--- src/rtl/vga_sync_generator.sv ---
// vga_sync_generator: VGA raster counters, line/frame strobes and sync/active outputs delayed to match pixel latency
module vga_sync_generator #(
   parameter int   c_VISIBLE_COLUMNS   = 640,
   parameter int   c_VISIBLE_ROWS      = 480,
   parameter int   c_TOTAL_COLUMNS     = 800,
   parameter int   c_TOTAL_ROWS        = 525,
   parameter int   c_H_FRONT_PORCH     = 16,
   parameter int   c_H_SYNC_WIDTH      = 96,
   parameter int   c_V_FRONT_PORCH     = 10,
   parameter int   c_V_SYNC_WIDTH      = 2,
   parameter logic c_SYNC_ACTIVE_LEVEL = 1'b0,
   parameter int   c_VIDEO_DELAY       = 2
) (
   input  logic       i_Clk,
   input  logic       i_Rst_n,
   output logic [9:0] o_ColCount,
   output logic [9:0] o_RowCount,
   output logic       o_HSync,
   output logic       o_VSync,
   output logic       o_ActiveVideo,
   output logic       o_FrameStart,
   output logic       o_LineStart
);
   localparam logic [9:0] c_COL_LAST = 10'(c_TOTAL_COLUMNS - 1);
   localparam logic [9:0] c_ROW_LAST = 10'(c_TOTAL_ROWS - 1);
   localparam logic [9:0] c_VIS_COLS = 10'(c_VISIBLE_COLUMNS);
   localparam logic [9:0] c_VIS_ROWS = 10'(c_VISIBLE_ROWS);
   localparam logic [9:0] c_H_FIRST  = 10'(c_VISIBLE_COLUMNS + c_H_FRONT_PORCH);
   localparam logic [9:0] c_H_LAST   = 10'(c_VISIBLE_COLUMNS + c_H_FRONT_PORCH + c_H_SYNC_WIDTH - 1);
   localparam logic [9:0] c_V_FIRST  = 10'(c_VISIBLE_ROWS + c_V_FRONT_PORCH);
   localparam logic [9:0] c_V_LAST   = 10'(c_VISIBLE_ROWS + c_V_FRONT_PORCH + c_V_SYNC_WIDTH - 1);
   localparam logic       c_INACTIVE = ~c_SYNC_ACTIVE_LEVEL;
   localparam logic [2:0] c_IDLE     = {c_INACTIVE, c_INACTIVE, 1'b0};

   logic [9:0] col_q, col_d, row_q, row_d;
   logic       line_start_q, line_start_d, frame_start_q, frame_start_d;
   logic [2:0] video_raw;

   always_comb begin
      col_d         = (col_q == c_COL_LAST) ? '0 : col_q + 10'd1;
      row_d         = (col_q != c_COL_LAST) ? row_q : (row_q == c_ROW_LAST) ? '0 : row_q + 10'd1;
      line_start_d  = (col_d == '0);
      frame_start_d = line_start_d && (row_d == '0);
      video_raw     = {(col_q >= c_H_FIRST && col_q <= c_H_LAST) ? c_SYNC_ACTIVE_LEVEL : c_INACTIVE,
                       (row_q >= c_V_FIRST && row_q <= c_V_LAST) ? c_SYNC_ACTIVE_LEVEL : c_INACTIVE,
                       i_Rst_n && (col_q < c_VIS_COLS) && (row_q < c_VIS_ROWS)};
   end

   always_ff @(posedge i_Clk or negedge i_Rst_n)
      if (!i_Rst_n) begin
         col_q         <= '0;
         row_q         <= '0;
         line_start_q  <= 1'b0;
         frame_start_q <= 1'b0;
      end else begin
         col_q         <= col_d;
         row_q         <= row_d;
         line_start_q  <= line_start_d;
         frame_start_q <= frame_start_d;
      end

   assign o_ColCount   = col_q;
   assign o_RowCount   = row_q;
   assign o_LineStart  = line_start_q;
   assign o_FrameStart = frame_start_q;

   generate
      if (c_VIDEO_DELAY == 0) begin : g_no_delay
         assign {o_HSync, o_VSync, o_ActiveVideo} = video_raw;
      end else begin : g_delay
         logic [2:0] pipe_q [c_VIDEO_DELAY];
         logic [2:0] pipe_d [c_VIDEO_DELAY];
         always_comb begin
            pipe_d[0] = video_raw;
            for (int i = 1; i < c_VIDEO_DELAY; i++) pipe_d[i] = pipe_q[i-1];
         end
         always_ff @(posedge i_Clk or negedge i_Rst_n)
            if (!i_Rst_n) begin
               for (int i = 0; i < c_VIDEO_DELAY; i++) pipe_q[i] <= c_IDLE;
            end else begin
               for (int i = 0; i < c_VIDEO_DELAY; i++) pipe_q[i] <= pipe_d[i];
            end
         assign {o_HSync, o_VSync, o_ActiveVideo} = pipe_q[c_VIDEO_DELAY-1];
      end
   endgenerate
endmodule

--- config.mk ---
export PLATFORM = sky130hd
export DESIGN_NAME = vga_sync_generator
export DESIGN_NICKNAME = d
export VERILOG_FILES = /design/src/rtl/vga_sync_generator.sv
export SDC_FILE = /design/constraint.sdc
export NUM_CORES = 1
export LEC_CHECK = 0
export CAP_MARGIN = 20
export CORE_ASPECT_RATIO = 1.2
export CORE_MARGIN = 2
export CORE_UTILIZATION = 56
export DETAILED_ROUTE_END_ITERATION = 8
export PLACE_DENSITY = 0.89
export SLEW_MARGIN = 10
export SYNTH_ARGS = -nofsm -noshare
export SYNTH_HDL_FRONTEND = slang
export SYNTH_SLANG_ARGS = --single-unit
export TNS_END_PERCENT = 30
--- constraint.sdc ---
create_clock -name i_Clk -period 4.13 [get_ports i_Clk]
set_input_delay 0.826 -clock i_Clk [delete_from_list [all_inputs] [get_ports i_Clk]]
set_output_delay 0.826 -clock i_Clk [all_outputs]
set_load 0.01 [all_outputs]
==> qor.csv, run 1 <==
stage,metric,value,unit
outcome,status,completed,
sta,Final Slew Violations,0,
clock_tree,Post-CTS Setup Inserts,0,
floorplanning,initial core utilization,57.3,%
logic_synthesis,syn_area_per_cell,9.67,um^2
routing,drc violations,0,
sta,Tcrit/Tclk final,59.4,%
routing,vias post-DR,1344,
logic_synthesis,Yosys warning count,0,
sta,setup violators final,0,
global_routing,maximum number of pins on one net before global-route repair,30,
floorplanning,Die Ht,61.9,um
clock_tree,deepest clock path buffer count,2,
placed_design,Cells after DPL,214,
global_routing,total gr overflow,0,
logic_synthesis,Mapped Nets,169,
sta,Slew headroom,64.4,%
clock_tree,# clock sinks,28,
cells_and_area,Area Growth Syn to Fin,20.9,%
clock_tree,CTS tree,done,
cells_and_area,FILL cells,212,
floorplanning,die area,3240,um^2
cells_and_area,Non-Filler Instances,218,
logic_synthesis,Async SR Flop Fraction,100,%
cells_and_area,fin nets,192,
routing,Antenna Nets Post-Route,0,
logic_synthesis,post-synthesis sequential area ratio,45.0,%
routing,router iterations before antenna repair,4,
logic_synthesis,Mapped Cells,162,
sta,worst clock skew,8.90,ps
clock_tree,H-tree Lvls,1,
logic_synthesis,synth unique cells,48,
critical_path,reg-to-reg startpoint,o_ColCount[5],
routing,First DRT Iteration DRCs,46,
sta,TNS Setup,0,ps
logic_synthesis,"Primary FF master, synth",dfrtp_1,
logic_synthesis,Mapped Area,1570,um^2
floorplanning,Die Wd,52.3,um
cells_and_area,most frequent cells in the layout,"26 x clkdlybuf4s50_1, 24 x dfrtp_1, 13 x nand2_1, 13 x o21ai_0",
global_routing,initial antenna violation count,0,
global_routing,global-route wire length before repair,5600,um
clock_tree,CTS Root Cell,clkbuf_4,
power,PwrDens,246,nW/um^2
cells_and_area,share of layout cells above drive strength 1,11.4,%
placed_design,Post-DP HPWL,2460,um
critical_path,WP data required,4380,ps
logic_synthesis,"EDFF count, synth",0,
cells_and_area,Inserted Diodes,0,
clock_tree,# resized after CTS,0,
clock_tree,"Clk pin slew, worst setup/hold paths",160,ps
sta,RSZ-0062 raised after global routing,false,
critical_path,Setup crit end kind,register,
power,leak pwr,0.775,nW
floorplanning,IO Pins,27,
flow_run,max-cap check violation count,0,
floorplanning,Placeable Area,2730,um^2
clock_tree,# hold bufs at CTS,0,
global_routing,GRT Resource Usage Total,23.4,%
critical_path,CP Max Fanout,8,
critical_path,Worst Path Arrival,2710,ps
power,worst vdd ir,0.313,mV
routing,final wirelength,3530,um
sta,FMAX,408,MHz
critical_path,Worst setup SP type,register,
sta,Fin. Hold Viols,0,
sta,Worst-Margin Slew,530,ps
routing,DR WL/cell,16.2,um
placed_design,gp weighted congestion,0.866,
floorplanning,# rows,21,
sta,Final min period,2450,ps
logic_synthesis,post-synthesis register bit count,28,
critical_path,crit path from,o_ColCount[5],
global_routing,vias in the first global route,1191,
clock_tree,TritonCTS buffer count,3,
critical_path,critical path type,register to register,
cells_and_area,"commonest non-fill, non-tap cell in the layout",clkdlybuf4s50_1,
worst_hold_path,start point of the worst hold path,g_delay.pipe_d[1],
clock_tree,worst skew pair latency,340,ps
routing,Avg Vias per Cell,6.17,
placed_design,port bufs,26,
worst_hold_path,worst min-delay path category,register to register,
==> cells in the mapped netlist, types with 2 or more instances <==
cell type   n  share of area, %
dfrtp_1    24                38
nand2_1    13               3.1
o21ai_0    13               4.2
clkbuf_1    8               1.9
nand3_1     8               2.6
nor2_1      8               1.9
inv_1       7               1.7
nand4_1     7               2.8
xnor2_1     7               3.9
nor3_1      6               1.9
ha_1        5               4.0
xor2_1      5               2.8
dfstp_2     4               6.7
and2_1      3               1.2
and4_1      3               1.7
a21oi_1     2              0.64
a31oi_1     2              0.80
and3_1      2              0.80
and3_2      2              0.96
and4b_1     2               1.3
nand2b_1    2              0.80
nor4_1      2              0.80
or4_1       2              0.96
==> state kept, by name, indices dropped and copies added (netlist names) <==
| register | count |
|---|---|
| o_FrameStart | 1 |
| o_HSync | 1 |
| o_RowCount | 10 |
| o_ColCount | 10 |
| o_VSync | 1 |
| g_delay.pipe_d | 3 |
| o_ActiveVideo | 1 |
| o_LineStart | 1 |
==> power by group <==
part | leakage, nW | switching, mW | internal, mW
Sequential | 0.358 | 0.000258 | 0.275
Combinational | 0.388 | 0.00569 | 0.00253
Clock | 0.0279 | 0.0831 | 0.0982
Total | 0.775 | 0.0891 | 0.376
==> through the flow <==
stage | setup WS [ps] | util [%] | cell area, um^2 | total power [mW] | hold WS (ps)
2_1_floorplan | 1780 | - | 1570 | 0.281 | 331
3_5_place_dp | 1720 | 67.4 | 1840 | 0.290 | 349
3_3_place_gp | 1780 | 67.4 | 1840 | 0.289 | 337
6_report | 1680 | 69.3 | 1890 | 0.465 | 369
4_1_cts | 1680 | 69.3 | 1890 | 0.467 | 369
5_1_grt | 1570 | 69.3 | 1890 | 0.478 | 372
==> area by class of cell <==
| type | count | area [um^2] | share of cell area (%) |
|---|---|---|---|
| timing repair buffer | 28 | 275 | 14.5 |
| inverter | 7 | 26.3 | 1.39 |
| clock inverter | 1 | 30.0 | 1.59 |
| tap | 34 | 42.5 | 2.25 |
| clock buffer | 3 | 22.5 | 1.19 |
| multi-input combinational | 117 | 792 | 41.8 |
| sequential | 28 | 706 | 37.3 |
==> logic make-up after synthesis <==
group	share of synthesized area [%]
AOI/OAI and AO/OA	12.9
xor gates and xnor gates	6.71
adders and majority gates	3.99
buffers and inverters	4.39
DFF	45.0
muxes	0.639
and+or+nand+nor	26.3
==> metal layers <==
| layer | up-vias | share of wire [%] | track usage [%] |
|---|---|---|---|
| met5 | - | 0 | 0 |
| met1 | 645 | 42 | 31.4 |
| met4 | 0 | 2.2 | 11.4 |
| li1 | 629 | - | - |
| met3 | 9 | 6.1 | 3.35 |
| met2 | 61 | 50 | 37.3 |
==> worst max-delay path, cell delays in order (launching register included) <==
cell	delay [ps]
dfrtp_1	490
or4b_4	600
or3_4	420
or4_1	400
a32o_1	270
nor4_2	190
==> path summary, 6_finish.rpt <==
| kind | end | slack [ps] | cells after the start |
|---|---|---|---|
| max in group asynchronous | o_HSync | 2980 | 2 |
| min in group asynchronous | o_RowCount[6] | 840 | 2 |
| setup / recovery | o_FrameStart | 1680 | 5 |
| hold / removal | o_VSync | 370 | 0 |
| setup reg to reg | o_FrameStart | 1680 | 5 |
| hold reg to reg | o_VSync | 370 | 0 |
Power figures use the tool's default switching activity.
==> inputs of run 2 (changes only) <==
Settings changed: CORE_UTILIZATION 56 to 52, PLACE_DENSITY 0.89 to 0.84.
Clock period 4.13 ns to 2.5 ns, I/O delays scaled along.
==> qor.csv, run 2 (same netlist as run 1, synthesis figures left out) <==
stage,metric,value,unit,change
outcome,status,completed,,
clock_tree,H-tree Lvls,1,,unchanged
clock_tree,"Clk pin slew, worst setup/hold paths",150,ps,about the same
cells_and_area,Area Growth Syn to Fin,22.8,%,
critical_path,Setup crit end kind,register,,
global_routing,maximum number of pins on one net before global-route repair,19,,-37%
critical_path,reg2reg path depth,5,,unchanged
clock_tree,TritonCTS buffer count,3,,unchanged
critical_path,Worst setup SP type,register,,
power,combinational share of power,2.2,%,+0.4 points
sta,RSZ-0062 raised after global routing,false,,
sta,Fin. Hold Viols,0,,unchanged
cells_and_area,final instance area,1920,um^2,+1.5%
power,PwrDens,358,nW/um^2,+46%
placed_design,"Cell Area, Placed",1890,um^2,+2.4%
routing,Avg Vias per Cell,6.10,,-1.1%
routing,First DRT Iteration DRCs,35,,-24%
placed_design,Post-DP HPWL,2560,um,+4.1%
sta,worst clock skew,2.56,ps,-6.34 ps
routing,Antenna Nets Post-Route,0,,unchanged
cells_and_area,share of layout cells above drive strength 1,14.2,%,+2.8 points
power,Pint,0.549,mW,+46%
floorplanning,Die Wd,54.1,um,+3.5%
clock_tree,# hold bufs at CTS,0,,unchanged
routing,drc violations,0,,unchanged
sta,Final min period,2330,ps,-120 ps
routing,DR WL/cell,15.2,um,-5.9%
routing,router iterations before antenna repair,4,,unchanged
floorplanning,# rows,21,,unchanged
power,worst vdd ir,0.307,mV,-1.7%
cells_and_area,Inserted Diodes,0,,unchanged
global_routing,total gr overflow,0,,unchanged
sta,setup violators final,0,,unchanged
critical_path,Worst Path Arrival,2570,ps,-140 ps
placed_design,gp weighted congestion,0.926,,+6.9%
placed_design,port bufs,26,,unchanged
global_routing,GRT Resource Usage Total,22.1,%,-1.3 points
global_routing,vias in the first global route,1243,,+4.4%
flow_run,max-cap check violation count,0,,unchanged
critical_path,WP data required,2740,ps,-1640 ps
critical_path,reg-to-reg startpoint,o_ColCount[5],,
critical_path,terminus of the critical flop-to-flop path,o_FrameStart,,
worst_hold_path,worst min-delay path category,register to register,,
clock_tree,worst skew pair latency,320,ps,-20 ps
floorplanning,IO Pins,27,,unchanged
cells_and_area,fin nets,198,,+3.1%
sta,Tcrit/Tclk final,93.2,%,+34 points
clock_tree,# clock sinks,28,,unchanged
clock_tree,# resized after CTS,0,,unchanged
routing,vias post-DR,1366,,+1.6%
worst_hold_path,hold endpoint,o_VSync,,
clock_tree,CTS tree,done,,
global_routing,initial antenna violation count,0,,unchanged
sta,Final Slew Violations,0,,unchanged
power,Sw Share,20.3,%,+1.1 points
cells_and_area,"commonest non-fill, non-tap cell in the layout",clkdlybuf4s50_1,,
sta,Slew headroom,66.8,%,+2.5 points
power,NetSw,0.140,mW,+57%
floorplanning,initial core utilization,55.2,%,-2.1 points
floorplanning,die area,3470,um^2,+7.2%
power,Clock Power Share,31.7,%,-7.3 points
floorplanning,Placeable Area,2840,um^2,+3.8%
power,leak pwr,0.797,nW,+2.9%
cells_and_area,most frequent cells in the layout,"26 x clkdlybuf4s50_1, 24 x dfrtp_1, 13 x nand2_1, 13 x o21ai_0",,
sta,FMAX,429,MHz,+5.2%
clock_tree,Post-CTS Setup Inserts,0,,unchanged
clock_tree,CTS Root Cell,clkbuf_4,,
critical_path,reg2reg setup slack,170,ps,-1510 ps
worst_hold_path,WHS Path Cells,0,,unchanged
global_routing,global-route wire length before repair,5780,um,+3.1%
sta,Worst-Margin Slew,493,ps,-36.6 ps
clock_tree,deepest clock path buffer count,2,,unchanged
sta,TNS Setup,0,ps,unchanged
floorplanning,Die Ht,64.1,um,+3.5%
worst_hold_path,start point of the worst hold path,g_delay.pipe_d[1],,
power,Sequential Power Share,66.1,%,+6.8 points
critical_path,CP Max Fanout,5,,-3
critical_path,critical path type,register to register,,
routing,final wirelength,3410,um,-3.3%
==> run 2: per-stage QoR <==
stage	total power [mW]	util, %	hold slack [ps]	setup slack (ps)	std cells
detailed placement	0.480	66.5	346	188	220
floorplan	0.465	-	204	153	162
CTS	0.699	67.8	370	158	224
global placement	0.479	66.5	335	235	220
finish	0.689	67.8	369	169	224
global route	0.717	67.8	372	65.6	224
==> run 2: worst max path at each step <==
stage / end / startpoint / slack, ps / cells after the start
floorplan: o_FrameStart / o_ColCount[5] / 150 / 5
global placement: o_FrameStart / o_ColCount[5] / 240 / 5
detailed placement: o_FrameStart / o_ColCount[5] / 190 / 5
CTS: o_FrameStart / o_ColCount[5] / 160 / 5
global route: o_FrameStart / o_ColCount[5] / 70 / 5
finish: o_FrameStart / o_ColCount[5] / 170 / 5
==> run 2: layer usage <==
metal	GRT usage [%]	vias up	wire length [um]
met5	0	-	0
met4	8.13	0	53
met3	2.34	6	113
met2	36.1	36	1710
met1	29.6	679	1530
li1	-	645	-
==> run 2: power by group through the flow <==
stage	Sequential, mW	Combinational (mW)	Clock, mW
after detailed placement	0.464	0.0159	0
after floorplan	0.464	0.000552	0
after global routing	0.456	0.0179	0.243
after global placement	0.464	0.0153	0
final	0.455	0.0151	0.219
after CTS	0.456	0.0162	0.227
==> run 2: layout make-up <==
type,count,area [um^2]
multi-input combinational,117,792
sequential,28,706
tap,34,42.5
fill,230,915
timing repair buffer,34,320
inverter,7,26.3
clock buffer,4,36.3
==> run 2: critical path, stage by stage, from the launching register on <==
cell     delay, ps
dfrtp_1        410
or4b_4         560
or3_4          410
or4_1          400
a32o_1         270
nor4_2         210
